--- src/rtl/csr_ctrl_pkg.sv ---
// Shared types and constants for the CSR sequencer and its read-modify-write helper.
package csr_ctrl_pkg;

    localparam int CREG_W = 5;

    typedef logic [CREG_W-1:0] creg_addr_t;

    typedef enum logic [2:0] {
        CSR_RW = 3'd0,
        CSR_RS = 3'd1,
        CSR_RC = 3'd2,
        TRAP   = 3'd3,
        MRET   = 3'd4
    } csr_op_t;

    localparam creg_addr_t CSR_MSTATUS  = 5'd0;
    localparam creg_addr_t CSR_MTVEC    = 5'd1;
    localparam creg_addr_t CSR_MEPC     = 5'd2;
    localparam creg_addr_t CSR_MCAUSE   = 5'd3;
    localparam creg_addr_t CSR_MTVAL    = 5'd4;
    localparam creg_addr_t CSR_MIE      = 5'd5;
    localparam creg_addr_t CSR_MIP      = 5'd6;
    localparam creg_addr_t CSR_MSCRATCH = 5'd7;
    localparam creg_addr_t CSR_MHARTID  = 5'd24;

    localparam int MSTATUS_MIE    = 3;
    localparam int MSTATUS_MPIE   = 7;
    localparam int MSTATUS_MPP_LO = 11;
    localparam int MSTATUS_MPP_HI = 12;

    typedef enum logic [2:0] {
        IDLE        = 3'd0,
        CSR_EXEC    = 3'd1,
        TRAP_EPC    = 3'd2,
        TRAP_CAUSE  = 3'd3,
        TRAP_TVAL   = 3'd4,
        TRAP_STATUS = 3'd5,
        MRET_EXEC   = 3'd6
    } ctrl_state_t;

    function automatic logic is_rmw_op(input logic [2:0] op);
        return (op == CSR_RW) || (op == CSR_RS) || (op == CSR_RC);
    endfunction

endpackage

--- src/rtl/csr_ctrl_rmw.sv ---
// Combinational CSR read-modify-write: computes the new value and decides
// whether the write goes ahead or is rejected as a read-only access.
module csr_rmw
    import csr_ctrl_pkg::*;
#(
    parameter int XLEN    = 64,
    parameter int RO_BASE = 24
) (
    input  logic [2:0]      op_i,
    input  logic [XLEN-1:0] old_i,
    input  logic [XLEN-1:0] src_i,
    input  creg_addr_t      addr_i,
    output logic [XLEN-1:0] new_o,
    output logic            wen_o,
    output logic            illegal_o
);

    logic want_write;
    logic read_only;

    always_comb begin
        new_o      = '0;
        want_write = 1'b0;
        case (op_i)
            CSR_RW: begin
                new_o      = src_i;
                want_write = 1'b1;
            end
            CSR_RS: begin
                new_o      = old_i | src_i;
                want_write = (src_i != '0);
            end
            CSR_RC: begin
                new_o      = old_i & ~src_i;
                want_write = (src_i != '0);
            end
            default: begin
                new_o      = '0;
                want_write = 1'b0;
            end
        endcase
    end

    // A set/clear with a zero mask is a pure read, so it never counts as illegal.
    assign read_only = (int'(addr_i) >= RO_BASE);
    assign wen_o     = want_write && !read_only;
    assign illegal_o = want_write && read_only;

endmodule

--- src/rtl/csr_ctrl.sv ---
// CSR/trap sequencer: time-multiplexes the csrfile write port for CSR RMW ops,
// multi-register trap entry and MRET, and returns old data or a redirect.
//
// state       | meaning
// IDLE        | waiting for a request, req_ready high
// CSR_EXEC    | read old value, write RMW result, respond
// TRAP_EPC    | write MEPC with aligned faulting PC
// TRAP_CAUSE  | write MCAUSE
// TRAP_TVAL   | write MTVAL
// TRAP_STATUS | update MSTATUS, respond with MTVEC-derived target
// MRET_EXEC   | restore MSTATUS, respond with MEPC target
module csr_ctrl
    import csr_ctrl_pkg::*;
#(
    parameter int RO_BASE = 24,
    parameter int XLEN    = 64
) (
    input  logic            clk,
    input  logic            reset,
    input  logic            req_valid,
    output logic            req_ready,
    input  logic [2:0]      req_op,
    input  logic [4:0]      req_addr,
    input  logic [XLEN-1:0] req_src,
    input  logic [XLEN-1:0] req_pc,
    input  logic [XLEN-1:0] req_cause,
    input  logic [XLEN-1:0] req_tval,
    output logic            resp_valid,
    output logic [XLEN-1:0] resp_rdata,
    output logic            resp_illegal,
    output logic            resp_redirect,
    output logic [XLEN-1:0] resp_target,
    output logic [4:0]      csr_ra1,
    output logic [4:0]      csr_ra2,
    input  logic [XLEN-1:0] csr_rd1,
    input  logic [XLEN-1:0] csr_rd2,
    output logic            csr_wen,
    output logic [4:0]      csr_wa,
    output logic [XLEN-1:0] csr_wd
);

    ctrl_state_t     state_q, state_d;
    logic [2:0]      op_q;
    creg_addr_t      addr_q;
    logic [XLEN-1:0] src_q, pc_q, cause_q, tval_q;

    logic [XLEN-1:0] rmw_new;
    logic            rmw_wen;
    logic            rmw_illegal;
    logic [XLEN-1:0] tvec_base;

    csr_rmw #(
        .XLEN    (XLEN),
        .RO_BASE (RO_BASE)
    ) u_rmw (
        .op_i      (op_q),
        .old_i     (csr_rd1),
        .src_i     (src_q),
        .addr_i    (addr_q),
        .new_o     (rmw_new),
        .wen_o     (rmw_wen),
        .illegal_o (rmw_illegal)
    );

    always_ff @(posedge clk) begin
        if (reset) begin
            state_q <= IDLE;
        end else begin
            state_q <= state_d;
        end
    end

    always_ff @(posedge clk) begin
        if (!reset && state_q == IDLE && req_valid) begin
            op_q    <= req_op;
            addr_q  <= req_addr;
            src_q   <= req_src;
            pc_q    <= req_pc;
            cause_q <= req_cause;
            tval_q  <= req_tval;
        end
    end

    assign tvec_base = {csr_rd2[XLEN-1:2], 2'b00};

    always_comb begin
        state_d       = state_q;
        req_ready     = 1'b0;
        resp_valid    = 1'b0;
        resp_rdata    = '0;
        resp_illegal  = 1'b0;
        resp_redirect = 1'b0;
        resp_target   = '0;
        csr_ra1       = '0;
        csr_ra2       = '0;
        csr_wen       = 1'b0;
        csr_wa        = '0;
        csr_wd        = '0;

        // Reset blanks the outputs in the same cycle so a mid-sequence write is dropped.
        if (!reset) begin
            case (state_q)
                IDLE: begin
                    req_ready = 1'b1;
                    if (req_valid) begin
                        case (req_op)
                            TRAP:    state_d = TRAP_EPC;
                            MRET:    state_d = MRET_EXEC;
                            default: state_d = CSR_EXEC;
                        endcase
                    end
                end
                CSR_EXEC: begin
                    resp_valid = 1'b1;
                    if (is_rmw_op(op_q)) begin
                        csr_ra1      = addr_q;
                        resp_rdata   = csr_rd1;
                        resp_illegal = rmw_illegal;
                        csr_wen      = rmw_wen;
                        csr_wa       = rmw_wen ? addr_q : '0;
                        csr_wd       = rmw_wen ? rmw_new : '0;
                    end
                    state_d = IDLE;
                end
                TRAP_EPC: begin
                    csr_wen = 1'b1;
                    csr_wa  = CSR_MEPC;
                    csr_wd  = {pc_q[XLEN-1:2], 2'b00};
                    state_d = TRAP_CAUSE;
                end
                TRAP_CAUSE: begin
                    csr_wen = 1'b1;
                    csr_wa  = CSR_MCAUSE;
                    csr_wd  = cause_q;
                    state_d = TRAP_TVAL;
                end
                TRAP_TVAL: begin
                    csr_wen = 1'b1;
                    csr_wa  = CSR_MTVAL;
                    csr_wd  = tval_q;
                    state_d = TRAP_STATUS;
                end
                TRAP_STATUS: begin
                    csr_ra1                               = CSR_MSTATUS;
                    csr_ra2                               = CSR_MTVEC;
                    csr_wen                               = 1'b1;
                    csr_wa                                = CSR_MSTATUS;
                    csr_wd                                = csr_rd1;
                    csr_wd[MSTATUS_MPIE]                  = csr_rd1[MSTATUS_MIE];
                    csr_wd[MSTATUS_MIE]                   = 1'b0;
                    csr_wd[MSTATUS_MPP_HI:MSTATUS_MPP_LO] = 2'b11;
                    resp_valid                            = 1'b1;
                    resp_redirect                         = 1'b1;
                    // Vectored mode offsets only interrupts, by 4 bytes per cause code.
                    if (csr_rd2[1:0] == 2'b01 && cause_q[XLEN-1]) begin
                        resp_target = tvec_base + {{(XLEN-8){1'b0}}, cause_q[5:0], 2'b00};
                    end else begin
                        resp_target = tvec_base;
                    end
                    state_d = IDLE;
                end
                MRET_EXEC: begin
                    csr_ra1                               = CSR_MSTATUS;
                    csr_ra2                               = CSR_MEPC;
                    csr_wen                               = 1'b1;
                    csr_wa                                = CSR_MSTATUS;
                    csr_wd                                = csr_rd1;
                    csr_wd[MSTATUS_MIE]                   = csr_rd1[MSTATUS_MPIE];
                    csr_wd[MSTATUS_MPIE]                  = 1'b1;
                    csr_wd[MSTATUS_MPP_HI:MSTATUS_MPP_LO] = 2'b00;
                    resp_valid                            = 1'b1;
                    resp_redirect                         = 1'b1;
                    resp_target                           = csr_rd2;
                    state_d                               = IDLE;
                end
                default: state_d = IDLE;
            endcase
        end
    end

endmodule

--- config.mk ---
export PLATFORM = sky130hd
export DESIGN_NAME = csr_ctrl
export DESIGN_NICKNAME = d
export VERILOG_FILES = /design/src/rtl/csr_ctrl_pkg.sv /design/src/rtl/csr_ctrl_rmw.sv /design/src/rtl/csr_ctrl.sv
export SDC_FILE = /design/constraint.sdc
export NUM_CORES = 1
export LEC_CHECK = 0
export ABC_AREA = 1
export BUFFER_PORTS_ARGS = -buffer_cell sky130_fd_sc_hd__buf_2
export CAP_MARGIN = 20
export CORE_MARGIN = 5
export CORE_UTILIZATION = 30
export DETAILED_ROUTE_END_ITERATION = 7
export GPL_TIMING_DRIVEN = 0
export PLACE_DENSITY = 0.65
export REMOVE_ABC_BUFFERS = 1
export SLEW_MARGIN = 20
export SYNTH_ARGS = -nofsm -noshare
export SYNTH_HDL_FRONTEND = slang
export SYNTH_SLANG_ARGS = --single-unit
--- constraint.sdc ---
create_clock -name clk -period 10.2 [get_ports clk]
set_input_delay 0.51 -clock clk [delete_from_list [all_inputs] [get_ports clk]]
set_output_delay 0.51 -clock clk [all_outputs]
set_load 0.005 [all_outputs]
---- Yosys cells after proc, flatten, opt, wreduce, memory -nomap -nowiden ----
Cells that the tools add are included.
storage, ports and cells
  bits in registers ....................... 267
  latch bits .............................. 0
  RAM bits ................................ 0
  ROM bits ................................ 0
  bits of input ports ..................... 395
  output and inout bits ................... 212
  word-level logic and storage cells ...... 76
  memories ................................ 0
operators by class
  $add $sub $neg .......................... 1
  multiply operators ...................... 0
  div/mod/pow operators ................... 0
  order comparisons ....................... 1
  equal/unequal tests ..................... 12
  shift operators ......................... 0
  muxes and demuxes ....................... 36
  bitwise operators ....................... 3
  reduce and logical (&&, ||, !) cells .... 16
operator list
  kind                  number
  $mux W64              8
  $pmux W64 S6          1
  $pmux W64 S3          1
  $pmux W64 S2          1
  $add A64 B8 Y64       1
  $and A64 B64 Y64      1
  $not A64 Y64          1
  $or A64 B64 Y64       1
  $reduce_bool A64 Y1   1
  $mux W5               6
  $pmux W5 S4           1
  $eq A3 B2 Y1 const B  4
  $eq A3 B3 Y1 const B  4
  $pmux W3 S4           1
  $mux W1               11
  $eq A3 B1 Y1 const B  2
  $logic_not A3 Y1      2
  $pmux W3 S2           1
  $ge A5 B5 Y1 const B  1
  $logic_and A1 B1 Y1   5
  $reduce_or A5 Y1      1
  $pmux W1 S2           2
  $pmux W2 S2           1
  $reduce_or A2 Y1      2
  other kinds (7)       9

---- Longest topological paths before layout ----
Gate-level depths: netlist of run 1.
  depth in word-level cells ............... 8
  depth in mapped cells ................... 13
  mapped depth without buffers ............ 13

---- Hierarchy ----
From an unflattened synthesis of run 1, not the netlist that was laid out.
second synthesis, totals
  cells, all modules ...................... 1,709
  area total of the unflattened synthesis .. 15,517.4 µm²
by module, submodules not included
  module    times used  cells each  area each (µm²)  seq. area each (µm²)
  csr_ctrl  1           1,483       13,964.6         7,927.6
  csr_rmw   1           226         1,552.7          0.0

---- Worst setup path before layout of run 1 ----
No wires, ideal clock.
  path kind ............................... input-to-reg
  start point ............................. input port reset
  end point ............................... register addr_q[0], enable pin
  library setup time ...................... 0.658 ns
  arrival time ............................ 6.777 ns
  data required time ...................... 9.542 ns
  slack ................................... 2.765 ns
  cell stages on the path ................. 3
  path buffers ............................ 1
  cells stage by stage .................... clkbuf_1 > inv_1 > and3_1
on the way
  longest elaborated chain between the ends .. 3
ends and longest elaborated chain
  what                              RTL line        source
  start: declaration                csr_ctrl.sv:19  input logic reset,
  $logic_not A1 Y1                  --
  $logic_and A1 B1 Y1 (2 in a row)  csr_ctrl.sv:74  if (!reset && state_q == IDLE && req_valid) begin
  end signal: assignment            csr_ctrl.sv:76  addr_q <= req_addr;
  end: declaration                  csr_ctrl.sv:44  creg_addr_t addr_q;
Every way passes these cells.
A chain may end at the register's enable or synchronous reset.

---- Final worst setup path of run 1 ----
  start point ............................. register state_q[2]
  end point ............................... output port csr_wd[17]
on the way
  longest elaborated chain between the ends .. 3
ends and longest elaborated chain
  what                                  RTL line         source
  start: declaration                    csr_ctrl.sv:42   ctrl_state_t state_q, state_d;
  start signal: assignment              csr_ctrl.sv:69   state_q <= state_d;
  $eq A3 B3 Y1 (tied with other cells)  csr_ctrl.sv:102  case (state_q)
  $pmux W64 S6 (*)                      csr_ctrl.sv:102
  $mux W64 (*)                          csr_ctrl.sv:101  if (!reset) begin
  end: declaration                      csr_ctrl.sv:39   output logic [XLEN-1:0] csr_wd
Every way passes the cells marked *; elsewhere a longest branch is shown, timed or not.

==> results.tsv, run 1 <==
metric	value	unit
Post-DP HPWL	50900	um
most frequent cells in the layout	buf_2, nand2_1, edfxtp_1, inv_1, nor2_1	
routed vias	15867	
FILL cells	5049	
clock sink total	265	
Rel. slew slack	42.1	%
hold buffer count at cts	0	
Die Height	235	um
# IOs	607	
vias in the first global route	16070	
multi-input logic area	0.00619	mm^2
status	finished clean	
Total GRT Usage	22.6	%
layout cells sized above 1	31.3	%
Synth Instances	1760	
r2r setup slk	7690	ps
reg2reg path depth	7	
Seq cells post-synth	265	
most numerous cell on the critical path	a21oi_1	
Setup violations, final	0	
post_cts resized	0	
Reg area	0.00793	mm^2
core area	0.0502	mm^2
Max Cap Viol	0	
RSZ-0062 raised after global routing	no	
DRT Wirelength	66500	um
gpl congestion	0.931	
power density cells	141	mW/mm^2
CP max-delay cell	nand2_2	
clk_lat worst skew	570	ps
CTS max path bufs	3	
drt first pass iters	5	
Mapped Avg Cell Area	8.63	um^2
Startpoint Class	flop	
CTS tree	done	
P_leak	8.83	nW
setup bufs post-CTS	0	
H-tree Lvls	1	
Core Rows	82	
Hold Violations, Final	0	
Simple-Gate Fraction of Synth Area	25.8	%
TritonCTS Buffers	29	
Synth Flop Type	edfxtp_1	
largest net degree at the start of global routing	60	
type of the tightest min-delay check	in -> reg	
Post-Syn Area	0.0152	mm^2
Starting Density	30.3	%
CP Class	reg -> out	
post-synthesis mux area share	0	%
clk root buf	clkbuf_16	
slowest stage delay, CP	710	ps
grt total ovfl	0	
die width	235	um
CP arrival	3370	ps
RR Endpoint	cause_q[17]$_DFFE_PP_	
commonest non-fill, non-tap cell in the layout	buf_2	
die area	0.0552	mm^2
vias per cell	5.24	
Clock transition at path regs	70	ps
HP Start	req_src[6]	
IO buf count	601	
fin crit share	38.0	%
chain of cells forming the critical path	nand3_1, nand2_2, inv_4, buf_16, o211ai_1, a21oi_1, a21oi_1, buf_2	
WP data required	9690	ps
setup TNS	0	ps
Hold Path Stages	1	
CP Capture Type	output port	
final std cells w/o fill	3026	
yosys warns	0	
Initial DRC Count	1211	
Worst VDD drop	0.141	mV
first-pass GRT wire length	98400	um
Netlist cell types	47	
complex-gate fraction of the synthesized area	13.8	%
WHS	108	ps
Area Overhead vs Synth	33.3	%
placed insts	2959	
Worst R2R Start	state_q[1]$_SDFFE_PP0P_	
DRC viols	0	
largest family of logic cells by synthesized area	simple AND/OR/NAND/NOR gates	
initial antenna violation count	14	
xor/xnor cell area share of the yosys netlist	0.0577	%
Synth Area in Adders	0.626	%
CP max FO	36	
nets@finish	2720	
Max Slew Vio Count	0	
fmax	258	MHz
number of enable flip-flop cells after synthesis	262	
WHS Endpoint	src_q[6]$_DFFE_PP_	
Seq/Total Area, Yosys	52.2	%
asr flop ratio synth	0	%
Worst Max-Slew Pin Slew	867	ps
wire per inst	22.0	um
final worst path period need	3880	ps
Final ANT Viol Nets	0	
Clock Skew	25.2	ps
cell families (layout without fill, tap and decap cells):
family	after synthesis	in the layout
simple gates	873	873
compound gates	324	324
buf+inv	289	868
flops	265	265
fa+ha+maj	7	7
other cells	1	16
xor+xnor	1	1
layout make-up:
type | count | area share (%)
diodes | 13 | 0.161
multi-input cells | 1208 | 30.6
well taps | 672 | 4.15
inverters | 192 | 3.63
clock buffers | 36 | 3.71
clock inverters | 18 | 1.25
repair buffers | 622 | 17.4
flip-flops and latches | 265 | 39.1
sequential cells by signal, indices dropped and copies added, names as in the netlist:
name,count
cause_q,64
src_q,64
tval_q,64
pc_q,62
addr_q,5
op_q,3
state_q,3
report_power, final:
| group | switching [mW] | internal (mW) | leakage [nW] |
|---|---|---|---|
| registers | 0.0286 | 1.28 | 2.45 |
| logic | 0.271 | 0.145 | 5.90 |
| clock network | 0.454 | 0.676 | 0.478 |
cell usage after synthesis, types with 4 or more instances:
library cell	instances	area share, %
inv_2	10	0.25
nor2_2	10	0.41
o211ai_2	19	1.6
nand3_1	158	5.2
nand4_1	92	3.8
clkbuf_1	60	1.5
o211ai_1	26	1.3
o21ai_0	34	1.1
inv_1	182	4.5
nand2_1	380	9.4
buf_4	4	0.20
nor2_1	181	4.5
o22ai_1	12	0.49
buf_1	15	0.37
a21oi_1	132	4.3
o21bai_1	6	0.30
a221oi_1	17	0.98
edfxtp_1	262	52
buf_2	15	0.49
nor3_1	25	0.82
ha_1	6	0.49
o31ai_1	63	3.1
nor3_2	4	0.26
o21ai_1	9	0.30
nor2_4	4	0.30
how the worst max path moves through the flow:
stage                       startpoint             endpoint  depth (start not counted)
2_1_floorplan  state_q[1]$_SDFFE_PP0P_  addr_q[0]$_DFFE_PP_                          4
3_3_place_gp   state_q[1]$_SDFFE_PP0P_        resp_rdata[3]                          6
3_5_place_dp   state_q[2]$_SDFFE_PP0P_            csr_wd[5]                          8
4_1_cts        state_q[2]$_SDFFE_PP0P_            csr_wd[5]                          8
5_1_grt        state_q[2]$_SDFFE_PP0P_            csr_wd[5]                          8
6_report       state_q[2]$_SDFFE_PP0P_           csr_wd[17]                          8
through the flow:
step	util [%]	power [mW]	setup WS (ps)	cell area (um^2)
floorplan	-	1.52	2860	14800
global placement	37.1	1.74	-991	18600
detailed placement	38.3	1.74	6850	19200
CTS	40.3	2.87	6230	20200
global route	40.3	2.95	6040	20200
finish	40.4	2.85	6320	20200
critical path, delay by kind of cell (launching register included):
family	cells	cell delay, ps
AOI/OAI and AO/OA	3	530
buffers and inverters	3	700
DFF	1	450
and+or+nand+nor	2	1080
per-layer routing:
layer	share of wire (%)	vias to the layer above	wire length, um	track usage, %
met5	0.051	-	34	0
met4	3.3	6	2220	8.00
met1	38	7483	25200	27.4
met2	50	909	33000	39.9
met3	9.0	131	5990	4.69
li1	-	7338	-	-
No activity file was read; power rests on OpenSTA's default activity.
==> run 2, diff against run 1 <==
- PLACE_DENSITY: 0.65 -> 0.67
- clock period: 10.2 -> 3.25 ns (I/O delays scaled with it)
==> results.tsv, run 2 (synthesis results as in run 1) <==
metric	value	unit	change
power density cells	389	mW/mm^2	+180%
CP Capture Type	output port		
Hold Violations, Final	0		unchanged
clk root buf	clkbuf_16		
gpl congestion	0.939		+0.86%
DRT Wirelength	73900	um	+11%
Max Slew Vio Count	0		unchanged
Die Height	235	um	unchanged
setup TNS	0	ps	unchanged
Sequential Power Share	46.1	%	+0.3 points
Area Overhead vs Synth	51.2	%	
Int Pwr	6.49	mW	+210%
initial antenna violation count	5		-9
Hold Path Stages	2		+1
largest net degree at the start of global routing	63		+5.0%
IO buf count	601		unchanged
chain of cells forming the critical path	clkinv_4, buf_16, nand3_1, nand2_2, inv_6, o31ai_1, nand4_1, a21oi_2, buf_2		
design area	0.0230	mm^2	+13%
CTS tree	done		
final core occ	45.8	%	+5.4 points
nets@finish	2995		+10%
CP max-delay cell	edfxtp_1		
Core Rows	82		unchanged
grt total ovfl	0		unchanged
first-pass GRT wire length	107000	um	+8.9%
fmax	320	MHz	
Initial DRC Count	1704		+41%
CP arrival	2960	ps	-410 ps
WP data required	3090	ps	-6600 ps
Startpoint Class	flop		
dpl cell area	0.0191	mm^2	-0.33%
Final WS setup	126	ps	-6200 ps
CP max FO	62		+72%
most frequent cells in the layout	buf_2, nand2_1, dlygate4sd3_1, edfxtp_1, inv_1		
die area	0.0552	mm^2	unchanged
Clock Skew	13.9	ps	-11.4 ps
core area	0.0502	mm^2	unchanged
final worst path period need	3120	ps	
Net Sw Power	2.44	mW	+220%
Final ANT Viol Nets	0		unchanged
Post-DP HPWL	51300	um	+0.80%
Worst Max-Slew Pin Slew	892	ps	+25.1 ps
Largest regs	cause_q x64, src_q x64, tval_q x64		
status	finished clean		
worst slack at placement	182	ps	-6670 ps
Power, Total	8.93	mW	+210%
Clock transition at path regs	60	ps	about the same
placed insts	2957		-0.068%
slowest stage delay, CP	410	ps	-300 ps
TritonCTS Buffers	29		unchanged
clock sink total	265		unchanged
Max Cap Viol	0		unchanged
Total GRT Usage	24.8	%	+2.2 points
final std cells w/o fill	3291		+8.8%
routed vias	17402		+9.7%
# IOs	607		unchanged
wire per inst	22.5	um	+2.3%
reg2reg path depth	7		unchanged
type of the tightest min-delay check	in -> reg		
drt first pass iters	6		+1
P_leak	9.95	nW	+13%
DRC viols	0		unchanged
CP Class	reg -> out		
clk_lat worst skew	560	ps	about the same
vias per cell	5.29		+0.84%
Setup violations, final	0		unchanged
Rel. slew slack	40.4	%	-1.7 points
Worst VDD drop	0.433	mV	+210%
Starting Density	30.3	%	unchanged
Comb power frac	18.3	%	+3.7 points
layout cells sized above 1	28.8	%	-2.5 points
commonest non-fill, non-tap cell in the layout	buf_2		
WHS	300	ps	+192 ps
vias in the first global route	17393		+8.2%
H-tree Lvls	1		unchanged
CTS max path bufs	3		unchanged
Clock power frac	35.7	%	-3.9 points
fin crit share	96.1	%	
Net Sw Frac	27.4	%	+0.96 points
die width	235	um	unchanged
-- run 2: power groups by stage --
stage,logic [mW],clock network (mW),registers (mW)
2_1_floorplan,0.549,0,4.21
6_report,1.63,3.19,4.11
5_1_grt,1.75,3.37,4.13
3_3_place_gp,1.19,0,4.26
3_5_place_dp,1.29,0,4.18
4_1_cts,1.57,3.22,4.10
-- run 2: area by class of cell --
| type | instances | area [um^2] |
|---|---|---|
| Tap cell | 672 | 841 |
| Inverter | 192 | 756 |
| Multi-Input combinational cell | 1210 | 6330 |
| Clock buffer | 36 | 752 |
| Clock inverter | 16 | 138 |
| Timing Repair Buffer | 895 | 6220 |
| Fill cell | 4613 | 27200 |
| Sequential cell | 265 | 7930 |
| Antenna cell | 5 | 12.5 |
-- run 2: metal layers --
metal  global-route usage [%]  vias up  part of all wire, %  routed length, um
li1                         -     7885                    -                  -
met1                     28.9     8030                   36              26500
met2                     42.6     1263                   48              35400
met3                     6.05      222                   10               7680
met4                     12.3        2                  5.9               4370
met5                        0        -                0.027                 20
-- run 2: repair_timing --
action                                  4_1_cts  5_1_grt
gates resized for setup                      13       20
endpoints found under the setup margin       79       44
gates cloned                                  2        2
buffers inserted                              4        6
hold endpoints to repair                    265        0
pin swaps                                     5        3
hold buffers                                263        0
-- run 2: critical path, delay by kind of cell, from the launching register on --
| family | cells | cell delay [ps] |
|---|---|---|
| AO/OA/AOI/OAI | 2 | 560 |
| buffers and inverters | 4 | 740 |
| flip-flops | 1 | 410 |
| AND/OR/NAND/NOR | 3 | 530 |
-- run 2: worst paths after layout --
kind / endpoint / slack, ps / startpoint
max: csr_wd[7] / 130 / op_q[2]$_DFFE_PP_
min: cause_q[40]$_DFFE_PP_ / 300 / req_cause[40]
max reg2reg: pc_q[35]$_DFFE_PP_ / 740 / state_q[1]$_SDFFE_PP0P_
min reg2reg: state_q[2]$_SDFFE_PP0P_ / 760 / state_q[0]$_SDFFE_PP0P_
==> run 3, diff against run 2 <==
- REMOVE_ABC_BUFFERS: 1 -> unset
==> results.tsv, run 3 (synthesis results as in run 1) <==
metric	value	unit	change
Startpoint Class	flop		
DRC viols	0		unchanged
Starting Density	30.3	%	unchanged
CTS tree	done		
Final WS setup	89.7	ps	-36.1 ps
TritonCTS Buffers	30		+3.4%
Clock transition at path regs	70	ps	about the same
drt first pass iters	6		unchanged
die width	235	um	unchanged
core area	0.0502	mm^2	unchanged
Final ANT Viol Nets	0		unchanged
first-pass GRT wire length	115000	um	+7.5%
P_leak	10.1	nW	+1.4%
worst slack at placement	21.7	ps	-161 ps
largest net degree at the start of global routing	60		-4.8%
Worst VDD drop	0.432	mV	-0.28%
# IOs	607		unchanged
vias in the first global route	17875		+2.8%
CP arrival	3000	ps	+40 ps
type of the tightest min-delay check	in -> reg		
reg2reg path depth	6		-1
Max Slew Vio Count	0		unchanged
CTS max path bufs	3		unchanged
Worst R2R Start	state_q[1]$_SDFFE_PP0P_		
H-tree Lvls	1		unchanged
CP max-delay cell	fa_1		
commonest non-fill, non-tap cell in the layout	buf_2		
Area Overhead vs Synth	51.8	%	
clock sink total	265		unchanged
WHS Endpoint	cause_q[33]$_DFFE_PP_		
nets@finish	3069		+2.5%
design area	0.0231	mm^2	+0.40%
WP data required	3090	ps	about the same
Int Pwr	6.93	mW	+6.8%
Initial DRC Count	1701		-0.18%
CP Capture Type	output port		
most frequent cells in the layout	buf_2, nand2_1, dlygate4sd3_1, edfxtp_1, inv_1		
fin crit share	97.2	%	+1.1 points
setup TNS	0	ps	unchanged
dpl cell area	0.0192	mm^2	about the same
RR Endpoint	tval_q[18]$_DFFE_PP_		
slowest stage delay, CP	410	ps	about the same
Net Sw Frac	27.0	%	-0.36 points
Clock power frac	39.6	%	+3.9 points
crit path from	cause_q[0]$_DFFE_PP_		
Setup violations, final	0		unchanged
Core Rows	82		unchanged
Rel. slew slack	34.9	%	-5.5 points
Net Sw Power	2.56	mW	+4.9%
Sequential Power Share	43.4	%	-2.7 points
final core occ	46.0	%	+0.18 points
HP Start	req_cause[33]		
r2r setup slk	860	ps	+120 ps
vias per cell	5.27		-0.36%
DRT Wirelength	79300	um	+7.3%
Worst Max-Slew Pin Slew	976	ps	+83.8 ps
Comb power frac	17.0	%	-1.3 points
routed vias	17740		+1.9%
fmax	316	MHz	-1.1%
CP Class	reg -> out		
final std cells w/o fill	3367		+2.3%
placed insts	3039		+2.8%
IO buf count	600		-0.17%
power density cells	411	mW/mm^2	+5.8%
chain of cells forming the critical path	ha_1, inv_1, fa_1, inv_1, nand2_1, nand3_4, nand4_4, nor2_4, a21oi_1, o21ai_0, o21ai_0, buf_2		
Hold Path Stages	2		unchanged
clk_lat worst skew	600	ps	+40 ps
Die Height	235	um	unchanged
grt total ovfl	0		unchanged
Post-DP HPWL	59700	um	+16%
Total GRT Usage	27.1	%	+2.3 points
clk root buf	clkbuf_16		
initial antenna violation count	11		+6
status	finished clean		
Clock Skew	27.8	ps	+13.9 ps
Largest regs	cause_q x64, src_q x64, tval_q x64		
layout cells sized above 1	28.7	%	-0.12 points
Max Cap Viol	0		unchanged
final worst path period need	3160	ps	+36.1 ps
die area	0.0552	mm^2	unchanged
Hold Violations, Final	0		unchanged
wire per inst	23.6	um	+4.9%
gpl congestion	0.978		+4.2%
CP max FO	7		-89%
==> run 3: power by group through the flow <==
| stage | logic (mW) | registers [mW] | clock network (mW) |
|---|---|---|---|
| global placement | 1.26 | 4.20 | 0 |
| floorplan | 0.596 | 4.16 | 0 |
| CTS | 1.58 | 4.11 | 3.80 |
| finish | 1.61 | 4.12 | 3.76 |
| global route | 1.73 | 4.13 | 3.93 |
| detailed placement | 1.30 | 4.18 | 0 |
==> run 3: worst max path at each step <==
stage | endpoint | slack [ps] | cells after the start
2_1_floorplan | addr_q[0]$_DFFE_PP_ | 220 | 4
3_3_place_gp | pc_q[25]$_DFFE_PP_ | -810 | 3
3_5_place_dp | resp_rdata[47] | 20 | 8
4_1_cts | csr_wd[49] | -20 | 9
5_1_grt | csr_wd[24] | -0.2 | 12
6_report | resp_target[28] | 90 | 12
==> run 3: area by class of cell <==
| cell class | instances | area (um^2) |
|---|---|---|
| Fill cell | 4669 | 27100 |
| Sequential cell | 265 | 7930 |
| Multi-Input combinational cell | 1210 | 6260 |
| Timing Repair Buffer | 871 | 5770 |
| Tap cell | 672 | 841 |
| Clock buffer | 37 | 777 |
| Inverter | 192 | 723 |
| Buffer | 97 | 453 |
| Clock inverter | 19 | 304 |
| Antenna cell | 4 | 10.0 |
==> run 3: routing by layer <==
metal,track usage (%),up-vias,routed length (um),part of all wire (%)
li1,-,8036,-,-
met1,32.1,8426,29600,37
met3,6.40,166,7080,8.9
met2,47.9,1104,39100,49
met4,10.1,8,3540,4.5
met5,0,-,46,0.058
==> run 3: stage by stage <==
step / power (mW) / hold WS (ps)
floorplan: 4.76 / 261
global placement: 5.46 / 339
detailed placement: 5.49 / 341
CTS: 9.49 / 233
global route: 9.80 / 248
finish: 9.49 / 263
==> run 3: critical path, delay by kind of cell (launching register included) <==
family	cells	cell delay (ps)
adders and majority gates	2	630
AOI/OAI and AO/OA	3	310
DFF	1	370
buffers and inverters	3	350
and+or+nand+nor	4	750
==> run 3: what timing repair did <==
item	CTS	global route
setup endpoints to repair	154	67
hold buffers	263	0
pin swaps	4	2
cloned	1	1
buffers inserted	3	0
resized for setup	23	47
endpoints found under the hold margin	264	0
